--- src/rtl/dmem_store_rmw_pkg.sv ---
// Shared definitions for the data-memory store path: access-size codes and FSM states.
package dmem_store_rmw_pkg;

  localparam int unsigned DMEM_DATA_BITS = 64;

  localparam logic [2:0] SIZE_B   = 3'b000;
  localparam logic [2:0] SIZE_H   = 3'b001;
  localparam logic [2:0] SIZE_W   = 3'b010;
  localparam logic [2:0] SIZE_D   = 3'b011;
  localparam logic [2:0] SIZE_BU  = 3'b100;
  localparam logic [2:0] SIZE_HU  = 3'b101;
  localparam logic [2:0] SIZE_WU  = 3'b110;
  localparam logic [2:0] SIZE_SWP = 3'b111;

  typedef enum logic [1:0] {
    ST_IDLE,
    ST_READ,
    ST_MERGE,
    ST_WRITE
  } state_e;

endpackage

--- src/rtl/dmem_lane_merge.sv ---
// Combinational lane merge: replaces the addressed lane of a memory word with store data.
module dmem_lane_merge
  import dmem_store_rmw_pkg::*;
#(
  parameter int unsigned DATA_BITS = DMEM_DATA_BITS
) (
  input  logic [DATA_BITS-1:0] old_i,
  input  logic [DATA_BITS-1:0] data_i,
  input  logic [2:0]           size_i,
  input  logic [2:0]           addr_i,
  input  logic                 cnt0_i,
  output logic [DATA_BITS-1:0] merged_o
);

  always_comb begin
    merged_o = old_i;
    case (size_i)
      SIZE_B, SIZE_BU: merged_o[{addr_i, 3'b000} +: 8]        = data_i[7:0];
      SIZE_H, SIZE_HU: merged_o[{addr_i[2:1], 4'b0000} +: 16] = data_i[15:0];
      SIZE_W, SIZE_WU: merged_o[{addr_i[2], 5'b00000} +: 32]  = data_i[31:0];
      SIZE_D:          merged_o = data_i;
      // Halves swapped so a size-111 load of this lane returns the original data.
      SIZE_SWP:        merged_o[{cnt0_i, 5'b00000} +: 32] = {data_i[15:0], data_i[31:16]};
      default:         merged_o = old_i;
    endcase
  end

endmodule

--- src/rtl/dmem_store_rmw.sv ---
// Store read-modify-write engine: reads the containing word, merges the store lane, writes it back.
module dmem_store_rmw
  import dmem_store_rmw_pkg::*;
#(
  parameter int unsigned DATA_BITS = DMEM_DATA_BITS
) (
  input  logic                 clk,
  input  logic                 rst,
  input  logic                 req_valid,
  output logic                 req_ready,
  input  logic [2:0]           req_size,
  input  logic [DATA_BITS-1:0] req_addr,
  input  logic [DATA_BITS-1:0] req_data,
  input  logic [DATA_BITS-1:0] req_counter,
  output logic                 done,
  output logic [DATA_BITS-1:0] mem_addr,
  output logic                 mem_rd_en,
  input  logic [DATA_BITS-1:0] mem_rd_data,
  output logic                 mem_wr_en,
  output logic [DATA_BITS-1:0] mem_wr_data
);

  state_e               state_q, state_d;
  logic [2:0]           size_q,  size_d;
  logic [DATA_BITS-1:0] addr_q,  addr_d;
  logic [DATA_BITS-1:0] data_q,  data_d;
  logic                 cnt0_q,  cnt0_d;
  logic [DATA_BITS-1:0] wdata_q, wdata_d;
  logic [DATA_BITS-1:0] merged;
  logic                 unused_counter_bits;

  assign unused_counter_bits = ^req_counter[DATA_BITS-1:1];

  dmem_lane_merge #(.DATA_BITS(DATA_BITS)) u_merge (
    .old_i    (mem_rd_data),
    .data_i   (data_q),
    .size_i   (size_q),
    .addr_i   (addr_q[2:0]),
    .cnt0_i   (cnt0_q),
    .merged_o (merged)
  );

  always_comb begin
    state_d = state_q;
    size_d  = size_q;
    addr_d  = addr_q;
    data_d  = data_q;
    cnt0_d  = cnt0_q;
    wdata_d = wdata_q;
    case (state_q)
      ST_IDLE: begin
        if (req_valid) begin
          size_d = req_size;
          addr_d = req_addr;
          data_d = req_data;
          cnt0_d = req_counter[0];
          // A full dword needs no read; write-back data is loaded directly.
          if (req_size == SIZE_D) begin
            wdata_d = req_data;
            state_d = ST_WRITE;
          end else begin
            state_d = ST_READ;
          end
        end
      end
      ST_READ:  state_d = ST_MERGE;
      ST_MERGE: begin
        wdata_d = merged;
        state_d = ST_WRITE;
      end
      ST_WRITE: state_d = ST_IDLE;
      default:  state_d = ST_IDLE;
    endcase
  end

  always_ff @(posedge clk) begin
    if (rst) begin
      state_q <= ST_IDLE;
      size_q  <= '0;
      addr_q  <= '0;
      data_q  <= '0;
      cnt0_q  <= 1'b0;
      wdata_q <= '0;
    end else begin
      state_q <= state_d;
      size_q  <= size_d;
      addr_q  <= addr_d;
      data_q  <= data_d;
      cnt0_q  <= cnt0_d;
      wdata_q <= wdata_d;
    end
  end

  // Write strobes are masked by reset so a reset landing in WRITE never commits.
  assign req_ready   = (state_q == ST_IDLE) && !rst;
  assign mem_rd_en   = (state_q == ST_READ);
  assign mem_wr_en   = (state_q == ST_WRITE) && !rst;
  assign done        = (state_q == ST_WRITE) && !rst;
  assign mem_addr    = {addr_q[DATA_BITS-1:3], 3'b000};
  assign mem_wr_data = wdata_q;

endmodule

--- config.mk ---
export PLATFORM = sky130hd
export DESIGN_NAME = dmem_store_rmw
export DESIGN_NICKNAME = d
export VERILOG_FILES = /design/src/rtl/dmem_store_rmw_pkg.sv /design/src/rtl/dmem_lane_merge.sv /design/src/rtl/dmem_store_rmw.sv
export SDC_FILE = /design/constraint.sdc
export NUM_CORES = 1
export LEC_CHECK = 0
export ABC_AREA = 1
export ABC_CLOCK_PERIOD_IN_PS = 3930
export BUFFER_PORTS_ARGS = -buffer_cell sky130_fd_sc_hd__buf_4
export CAP_MARGIN = 20
export CORE_MARGIN = 2
export CORE_UTILIZATION = 46
export CTS_BUF_LIST = sky130_fd_sc_hd__clkbuf_16
export CTS_CLUSTER_DIAMETER = 150
export DETAILED_ROUTE_END_ITERATION = 10
export PLACE_DENSITY = 0.72
export REMOVE_ABC_BUFFERS = 1
export SLEW_MARGIN = 20
export SYNTH_ARGS = -nofsm -noshare
export SYNTH_HDL_FRONTEND = slang
export SYNTH_HIERARCHICAL = 1
export SYNTH_SLANG_ARGS = --single-unit
export TNS_END_PERCENT = 50
--- constraint.sdc ---
create_clock -name clk -period 3.93 [get_ports clk]
set_input_delay 0.9825 -clock clk [delete_from_list [all_inputs] [get_ports clk]]
set_output_delay 0.9825 -clock clk [all_outputs]
set_load 0.02 [all_outputs]
* Yosys cells after proc, flatten, opt, wreduce, memory -nomap -nowiden
Index checks and enable logic that the tools add are counted.
W data, S select, Z words.
** Storage, ports and cells
- Input bits :: 262
- Register bits :: 198
** Operators by class
- Shift operators :: 8
- Reductions and logical operators :: 11
- Multiplexer cells :: 11
- Equal/unequal tests :: 13
- Add/subtract/negate cells :: 4
** Operator list (number)
- $pmux W64 S5 :: 1
- $bwmux W64 :: 4
- $mux W64 :: 2
- $pmux W64 S2 :: 1
- $shift A32 B8 Y64 const A :: 2
- $shiftx A32 B8 Y64 :: 2
- $shift A16 B8 Y64 const A :: 1
- $shift A8 B8 Y64 const A :: 1
- $shiftx A16 B8 Y64 :: 1
- $shiftx A8 B8 Y64 :: 1
- $neg A6 Y8 :: 4
- $eq A3 B3 Y1 const B :: 4
- $eq A3 B2 Y1 const B :: 3
- $pmux W2 S4 :: 1
- $reduce_or A2 Y1 :: 3
- $eq A2 B2 Y1 const B :: 2
- $mux W2 :: 2
- $ne A2 B2 Y1 const B :: 2
- $eq A3 B1 Y1 const B :: 1
- $logic_not A3 Y1 :: 1
- $reduce_and A3 Y1 :: 1
- $eq A2 B1 Y1 const B :: 1
- $logic_and A1 B1 Y1 :: 2
- $logic_not A2 Y1 :: 1
- 3 further kinds :: 3

* Depth between registers and ports, before layout
Gate-level depths: netlist of the first run.
- Depth after elaboration :: 5
- Depth in mapped cells :: 18

* Hierarchy
The synthesis of the first run kept the hierarchy.
** By module, submodules not included
- dmem_store_rmw :: cells an instance 1227, area each 9077.5 um^2, times used 1
- dmem_lane_merge :: cells an instance 1319, area each 6037.0 um^2, times used 1

* Least setup slack after synthesis of the first run
No wires, ideal clock.
- Path type :: input -> output
- Start point :: input port rst
- End point :: output port mem_wr_en
- Arrival :: 1526 ps
- Setup slack :: 1421 ps
- Cell stages on the path :: 2
- Data required time :: 2947 ps
- Cell sequence :: nor2_1 buf_4
** Between the ends
- Word-level cells in the longest chain between the ends :: 2
** Ends and longest elaborated chain
- start, declared :: RTL line dmem_store_rmw.sv:8 : input logic rst,
- $logic_not A1 Y1 :: RTL line dmem_store_rmw.sv:97 : assign mem_wr_en = (state_q == ST_WRITE) && !rst;
- $logic_and A1 B1 Y1 :: RTL line dmem_store_rmw.sv:97
- end, declared :: RTL line dmem_store_rmw.sv:19 : output logic mem_wr_en,
No other way between the ends.

* Final worst setup path of the first run
- Start point :: register addr_q[0]
- End point :: register wdata_q[48], in the netlist mem_wr_data[48]
** Between the ends
- Word-level cells in the longest chain between the ends :: 5
- Elaborated cells between the ends (all ways) :: 6
** Ends and longest elaborated chain
- start, declared :: RTL line dmem_store_rmw.sv:25 : logic [DATA_BITS-1:0] addr_q, addr_d;
- start signal, assigned :: RTL line dmem_store_rmw.sv:87 : addr_q <= addr_d;
- $neg A6 Y8 * :: RTL line dmem_lane_merge.sv:18 : SIZE_B, SIZE_BU: merged_o[{addr_i, 3'b000} +: 8] = data_i[7:0];
- $shiftx A8 B8 Y64 / $shift A8 B8 Y64 (equally long branches) :: RTL line dmem_lane_merge.sv:18
- $bwmux W64 * :: RTL line dmem_lane_merge.sv:18
- $pmux W64 S5 * :: RTL line dmem_lane_merge.sv:17 : case (size_i)
- via merged[48] :: RTL line dmem_store_rmw.sv:29 : logic [DATA_BITS-1:0] merged;
- $pmux W64 S2 * :: RTL line dmem_store_rmw.sv:50 : case (state_q)
- end signal, assigned :: RTL line dmem_store_rmw.sv:90 : wdata_q <= wdata_d;
- end, declared :: RTL line dmem_store_rmw.sv:28 : logic [DATA_BITS-1:0] wdata_q, wdata_d;
The timed path passes the listed nets; every way through them passes the cells marked *.
A chain may end at the register's enable or synchronous reset.

==> impl_metrics.json, run 1 <==
{
  "status": "complete, but fails checks",
  "violations": "design-rule violations",
  "path_cells": "inv_2 > ha_1 > ha_1 > buf_4 > inv_1 > nand2_1 > nor2_2 > nand2_1 > nand3_1 > nand2_1 > nand2_1 > o21ai_0 > a21oi_1 > nor2_1",
  "slowest_stage": "nor2_2",
  "firstDrtPassIters": 9,
  "drc_errors": 1,
  "hold_viol": 0,
  "vdd_drop_max_mv": 0.398,
  "place_congestion": 0.962,
  "crit_required_ps": 4290,
  "cp_num_buf_inv": 3,
  "fin_cells": 3127,
  "power_switching_share_pct": 48.4,
  "io_buffers": 327,
  "synth_area_per_cell_um2": 5.94,
  "p_leak_nw": 8.79,
  "cts-buffers-inserted": 17,
  "end_kind": "flip-flop",
  "post_cts_buffers": 0,
  "dpl.hpwl_um": 36300,
  "synth_top_family_by_area": "simple AND/OR/NAND/NOR gates",
  "slowest_delay_ps": 510,
  "grt_max_degree": 197,
  "period_minus_slack_ps": 3170,
  "cts_root_buffer": "clkbuf_16",
  "fmax_mhz": 316,
  "fin_worst_skew_ps": 19.1,
  "timing.max_cap.violations": 0,
  "wl_um": 54700,
  "die_x_um": 185,
  "syn_to_final_growth_pct": 15.7,
  "crit_path_frequent_cell": "nand2_1",
  "mostFrequentLayoutCell": "nand2_1",
  "yosysWarnings": 6,
  "slew_headroom_pct": 34.3,
  "setup_viol": 0,
  "synth_compound_area_share_pct": 18.0,
  "rows": 66,
  "intPower_w": 0.00492,
  "initial_utilization_pct": 46.6,
  "route.vias.total": 17300,
  "rsz0062_at_grt": "false",
  "start_kind": "flip-flop",
  "p_comb_share_pct": 51.9,
  "dpl.cell_count": 3093,
  "grt_pass1_wl_um": 84200,
  "cts_sinks": 198,
  "synth_mux_area_share_pct": 0,
  "power.density_nw_per_um2": 545,
  "p_clk_share_pct": 18.1,
  "h-tree-depth": 4,
  "gr-usage-all-layers_pct": 31.2,
  "setup_tns_ps": 0,
  "drive_above_1_share_pct": 18.2,
  "fin_nets": 2945,
  "crit_type": "reg -> reg",
  "synth-xor-area-share_pct": 0,
  "final_antenna_net_count": 0,
  "syn_area_um2": 15100,
  "synth-seq-cells": 198,
  "cts-resized-gates": 0,
  "synth_cell_types": 27,
  "synth-simple-area-share_pct": 38.0,
  "chipHeight_um": 185,
  "cp_max_fo": 13,
  "worst_pin_slew_ps": 985,
  "die_area_um2": 34300,
  "hold-worst-slack_ps": 485,
  "grt_pass1_vias": 16000,
  "clk_latency_ps": 470,
  "overflow": 0,
  "final_cell_mix": "nand2_1 (662), buf_4 (360), nor2_1 (284), o21ai_0 (267), inv_1 (246)",
  "seqPwrFrac_pct": 30.0,
  "synth_adder_area_share_pct": 1.08,
  "clockBufferDepth": 2,
  "core_um2": 32500,
  "antenna_found_initial": 3,
  "cts_tree": "yes",
  "crit_arrival_ps": 3520,
  "routed_via_density": 5.52,
  "placed_cell_area_um2": 16900,
  "cts_hold_buffers": 0,
  "yosysSeqAreaShare_pct": 26.2,
  "drtIter0Drc": 1641,
  "layout_worst_path_cycle_share_pct": 80.5,
  "finalPower_w": 0.00953,
  "hold_path.class": "reg -> reg",
  "io_pins": 394,
  "final_area_um2": 17500,
  "cp_top_family": "simple AND/OR/NAND/NOR gates",
  "final_max_slew_viol_count": 0,
  "clkSlewWorstSetupHoldPaths_ps": 70,
  "p_sw_w": 0.00461,
  "wl_per_cell_um": 17.5,
  "synthCells": 2546
}
-- Yosys cell counts --
cell type | count | area (µm²)
o211ai_1 | 16 | 120
inv_2 | 8 | 30.0
nor2_8 | 3 | 60.1
nand3_2 | 60 | 601
clkinv_2 | 1 | 5.00
nor2_4 | 4 | 45.0
nand2_1 | 662 | 2480
inv_4 | 2 | 12.5
nor2_1 | 284 | 1070
clkbuf_1 | 60 | 225
ha_1 | 13 | 163
nand4_1 | 88 | 551
buf_4 | 92 | 691
conb_1 | 1 | 3.75
dfxtp_1 | 198 | 3960
nor2_2 | 5 | 31.3
o21ai_1 | 41 | 205
o21ai_0 | 267 | 1340
nand2_2 | 8 | 50.1
nor3_1 | 3 | 15.0
buf_6 | 15 | 169
buf_1 | 1 | 3.75
buf_2 | 93 | 465
nand3_4 | 1 | 17.5
inv_1 | 242 | 908
a21oi_1 | 213 | 1070
nand3_1 | 165 | 826
-- through the flow --
step           setup WS, ps  utilization [%]
3_3_place_gp            949             52.2
4_1_cts                 880             53.9
6_report                765             53.9
5_1_grt                 604             53.9
2_1_floorplan         -1110                -
3_5_place_dp            892             52.2
-- power by group through the flow --
stage	Combinational (W)	Sequential [W]	Clock, W
after CTS	0.00486	0.00285	0.00175
after floorplan	0.00267	0.00323	0
after global placement	0.00476	0.00287	0
after global routing	0.00541	0.00292	0.00182
after detailed placement	0.00484	0.00289	0
final	0.00495	0.00286	0.00172
-- tightest hold or removal path, cell delays in order (launching register included) --
cell and delay, ps:
dfxtp_1 330, nor2_1 50, nor2_1 80
-- cell type report --
class                           count  area (µm²)
Inverter                          253         961
Clock buffer                       17         425
Sequential cell                   198        3970
Timing Repair Buffer              364        2780
Clock inverter                     15         116
Tap cell                          442         553
Fill cell                        3318       15000
Multi-Input combinational cell   1836        8670
Antenna cell                        2        5.00
-- state kept, by name, indices dropped and copies added (netlist names) --
register and count:
cnt0_q 1, state_q 2, size_q 3, mem_wr_data 64, addr_q 64, data_q 64
-- metal layers --
metal  routed length (µm)  vias to the layer above  GRT usage [%]
met5                   12                        -              0
met4                 2500                        2           15.9
met3                 5790                      164           7.55
met2                25100                      948           51.5
met1                21300                     7761           37.5
li1                     -                     8389              -
-- cell families after synthesis --
family          Yosys count
simple gates           1283
compound gates          537
buf+inv                 514
flops                   198
fa+ha+maj                13
other cells               1
-- final timing paths --
kind	slack (ps)	cells after the start	to	start
setup / recovery	760	14	mem_wr_data[48]	addr_q[0]
hold / removal	480	2	addr_q[19]	addr_q[19]
setup reg to reg	760	14	mem_wr_data[48]	addr_q[0]
hold reg to reg	480	2	addr_q[19]	addr_q[19]
Note: power is estimated with default switching activity, not from simulation.
==> run 2, diff against run 1 <==
- ABC_CLOCK_PERIOD_IN_PS: 3930 -> 2750
- PLACE_DENSITY: 0.72 -> 0.75
- clock period: 3.93 -> 2.75 ns (I/O delays scaled with it)
==> run 2 against run 1 <==
Compared with the run above: the run now ends clean; first-iteration DRC count down 2.8%; clock power up 52%; critical path type unchanged; non-clock buffer count up 20; combinational power up 47%; worst hold slack worse by 45 ps; via count up 0.77%; wire length up 0.16%; final cell count up 0.58%.
==> impl_metrics.json, run 2 (same netlist as run 1, synthesis figures left out) <==
{
  "final_antenna_net_count": 0,
  "nFillCells": 3295,
  "core_um2": 32500,
  "h-tree-depth": 4,
  "clockBufferDepth": 2,
  "antenna_cells": 0,
  "clk_latency_ps": 470,
  "hold_viol": 0,
  "status": "finished, final reports clean",
  "period_minus_slack_ps": 2530,
  "cp_max_fo": 8,
  "final_max_slew_viol_count": 0,
  "fin_worst_skew_ps": 18.3,
  "place_congestion": 0.916,
  "drtIter0Drc": 1595,
  "layout_worst_path_cycle_share_pct": 92.1,
  "cts-buffers-inserted": 17,
  "timing.rr.end": "mem_wr_data[48]",
  "grt_pass1_wl_um": 84200,
  "reg2reg_slack_ps": 220,
  "fmax_mhz": 395,
  "r2r-start": "addr_q[0]",
  "crit_path_frequent_cell": "nand2_1",
  "power.density_nw_per_um2": 786,
  "path_cells": "inv_2 > ha_1 > ha_1 > inv_1 > nand2_1 > inv_1 > nand2_1 > nand2_1 > nand3_1 > nand2_1 > nand2_1 > o21ai_0 > a21oi_1 > nor2_1",
  "grt_pass1_vias": 16200,
  "antenna_found_initial": 0,
  "crit_arrival_ps": 2890,
  "gr-usage-all-layers_pct": 31.1,
  "firstDrtPassIters": 8,
  "cp_top_family": "simple AND/OR/NAND/NOR gates",
  "slew_headroom_pct": 50.1,
  "final_core_util_pct": 54.7,
  "drc_errors": 0,
  "chipHeight_um": 185,
  "setup_viol": 0,
  "cts_root_buffer": "clkbuf_16",
  "rsz0062_at_grt": "false",
  "die_x_um": 185,
  "end_kind": "flip-flop",
  "hp-start": "rst",
  "dpl.hpwl_um": 37100,
  "fin_cells": 3145,
  "die_area_um2": 34300,
  "slowest_delay_ps": 410,
  "wl_per_cell_um": 17.4,
  "drive_above_1_share_pct": 18.9,
  "fin_nets": 2965,
  "worst_pin_slew_ps": 748,
  "crit_required_ps": 3110,
  "finalPower_w": 0.0140,
  "final_cell_mix": "nand2_1 (662), buf_4 (373), nor2_1 (284), o21ai_0 (267), inv_1 (244)",
  "timing.max_cap.violations": 0,
  "overflow": 0,
  "hold_path.class": "in -> reg",
  "cp_num_buf_inv": 3,
  "rows": 66,
  "wl_um": 54800,
  "start_kind": "flip-flop",
  "io_buffers": 327,
  "route.vias.total": 17400,
  "dpl.cell_count": 3113,
  "vdd_drop_max_mv": 0.709,
  "routed_via_density": 5.53,
  "slowest_stage": "dfxtp_1",
  "grt_max_degree": 188,
  "crit_type": "reg -> reg",
  "io_pins": 394,
  "hold_depth": 2,
  "p_leak_nw": 8.92,
  "cts_tree": "yes",
  "mostFrequentLayoutCell": "nand2_1",
  "syn_to_final_growth_pct": 17.5,
  "rr_worst_depth": 14,
  "whs_endpoint": "state_q[1]",
  "cts_sinks": 198,
  "initial_utilization_pct": 46.6,
  "clkSlewWorstSetupHoldPaths_ps": 80
}
-- run 2: cell count changes in the layout (fill, tap and decap cells not counted), sizes merged --
cell,before,now
clkinv,8,5
clkinvlp,0,2
diode,2,0
buf,364,384
bufinv,1,2
-- run 2: through the flow --
stage	setup WS (ps)	setup TNS (ps)	hold WS (ps)	instance area, µm²
2_1_floorplan	-2290	-146200	455	13600
5_1_grt	1.73	0	425	17800
6_report	218	0	439	17800
3_3_place_gp	294	0	464	17200
4_1_cts	249	0	427	17800
3_5_place_dp	265	0	473	17200
-- run 2: area by class of cell --
type                            instances  area, µm²  area share, %
Clock buffer                           17        425           2.40
Clock inverter                         15        154          0.867
Inverter                              253        961           5.41
Multi-Input combinational cell       1836       8680           48.8
Sequential cell                       198       3970           22.4
Tap cell                              442        553           3.11
Timing Repair Buffer                  384       3020           17.0
-- run 2: layer usage --
metal	part of all wire, %	wire, µm	vias up	GRT usage (%)
met5	0	0	-	0
met3	11	5780	198	7.39
met4	4.8	2650	0	16.1
li1	-	-	8415	-
met2	46	25300	960	52.0
met1	38	21000	7824	37.0
-- run 2: what timing repair did --
item	in CTS	in global routing
endpoints found under the hold margin	0	0
hold buffers	0	0
gates resized for setup	0	1
buffers inserted	0	0
endpoints found under the setup margin	0	3
-- run 2: how the worst max path moves through the flow --
| stage | from | to | slack, ps | cells after the start |
|---|---|---|---|---|
| floorplan | state_q[0] | mem_wr_data[0] | -2290 | 6 |
| global placement | addr_q[0] | mem_wr_data[48] | 290 | 13 |
| detailed placement | addr_q[0] | mem_wr_data[48] | 270 | 13 |
| CTS | addr_q[0] | mem_wr_data[48] | 250 | 13 |
| global route | addr_q[0] | mem_wr_data[48] | 2 | 14 |
| finish | addr_q[0] | mem_wr_data[48] | 220 | 14 |
-- run 2: power by group --
group,total [W],switching (W),internal [W]
Clock,0.00261,0.00126,0.00135
Sequential,0.00406,0.000539,0.00352
Combinational,0.00729,0.00487,0.00242
-- run 2: worst reg2reg max path: stages, from the launching register on --
cell     delay [ps]
dfxtp_1         410
inv_2           110
ha_1            240
ha_1            360
inv_1           110
nand2_1         140
inv_1            60
nand2_1         380
nand2_1          90
nand3_1          90
nand2_1          90
nand2_1          70
o21ai_0          80
a21oi_1         150
nor2_1           60
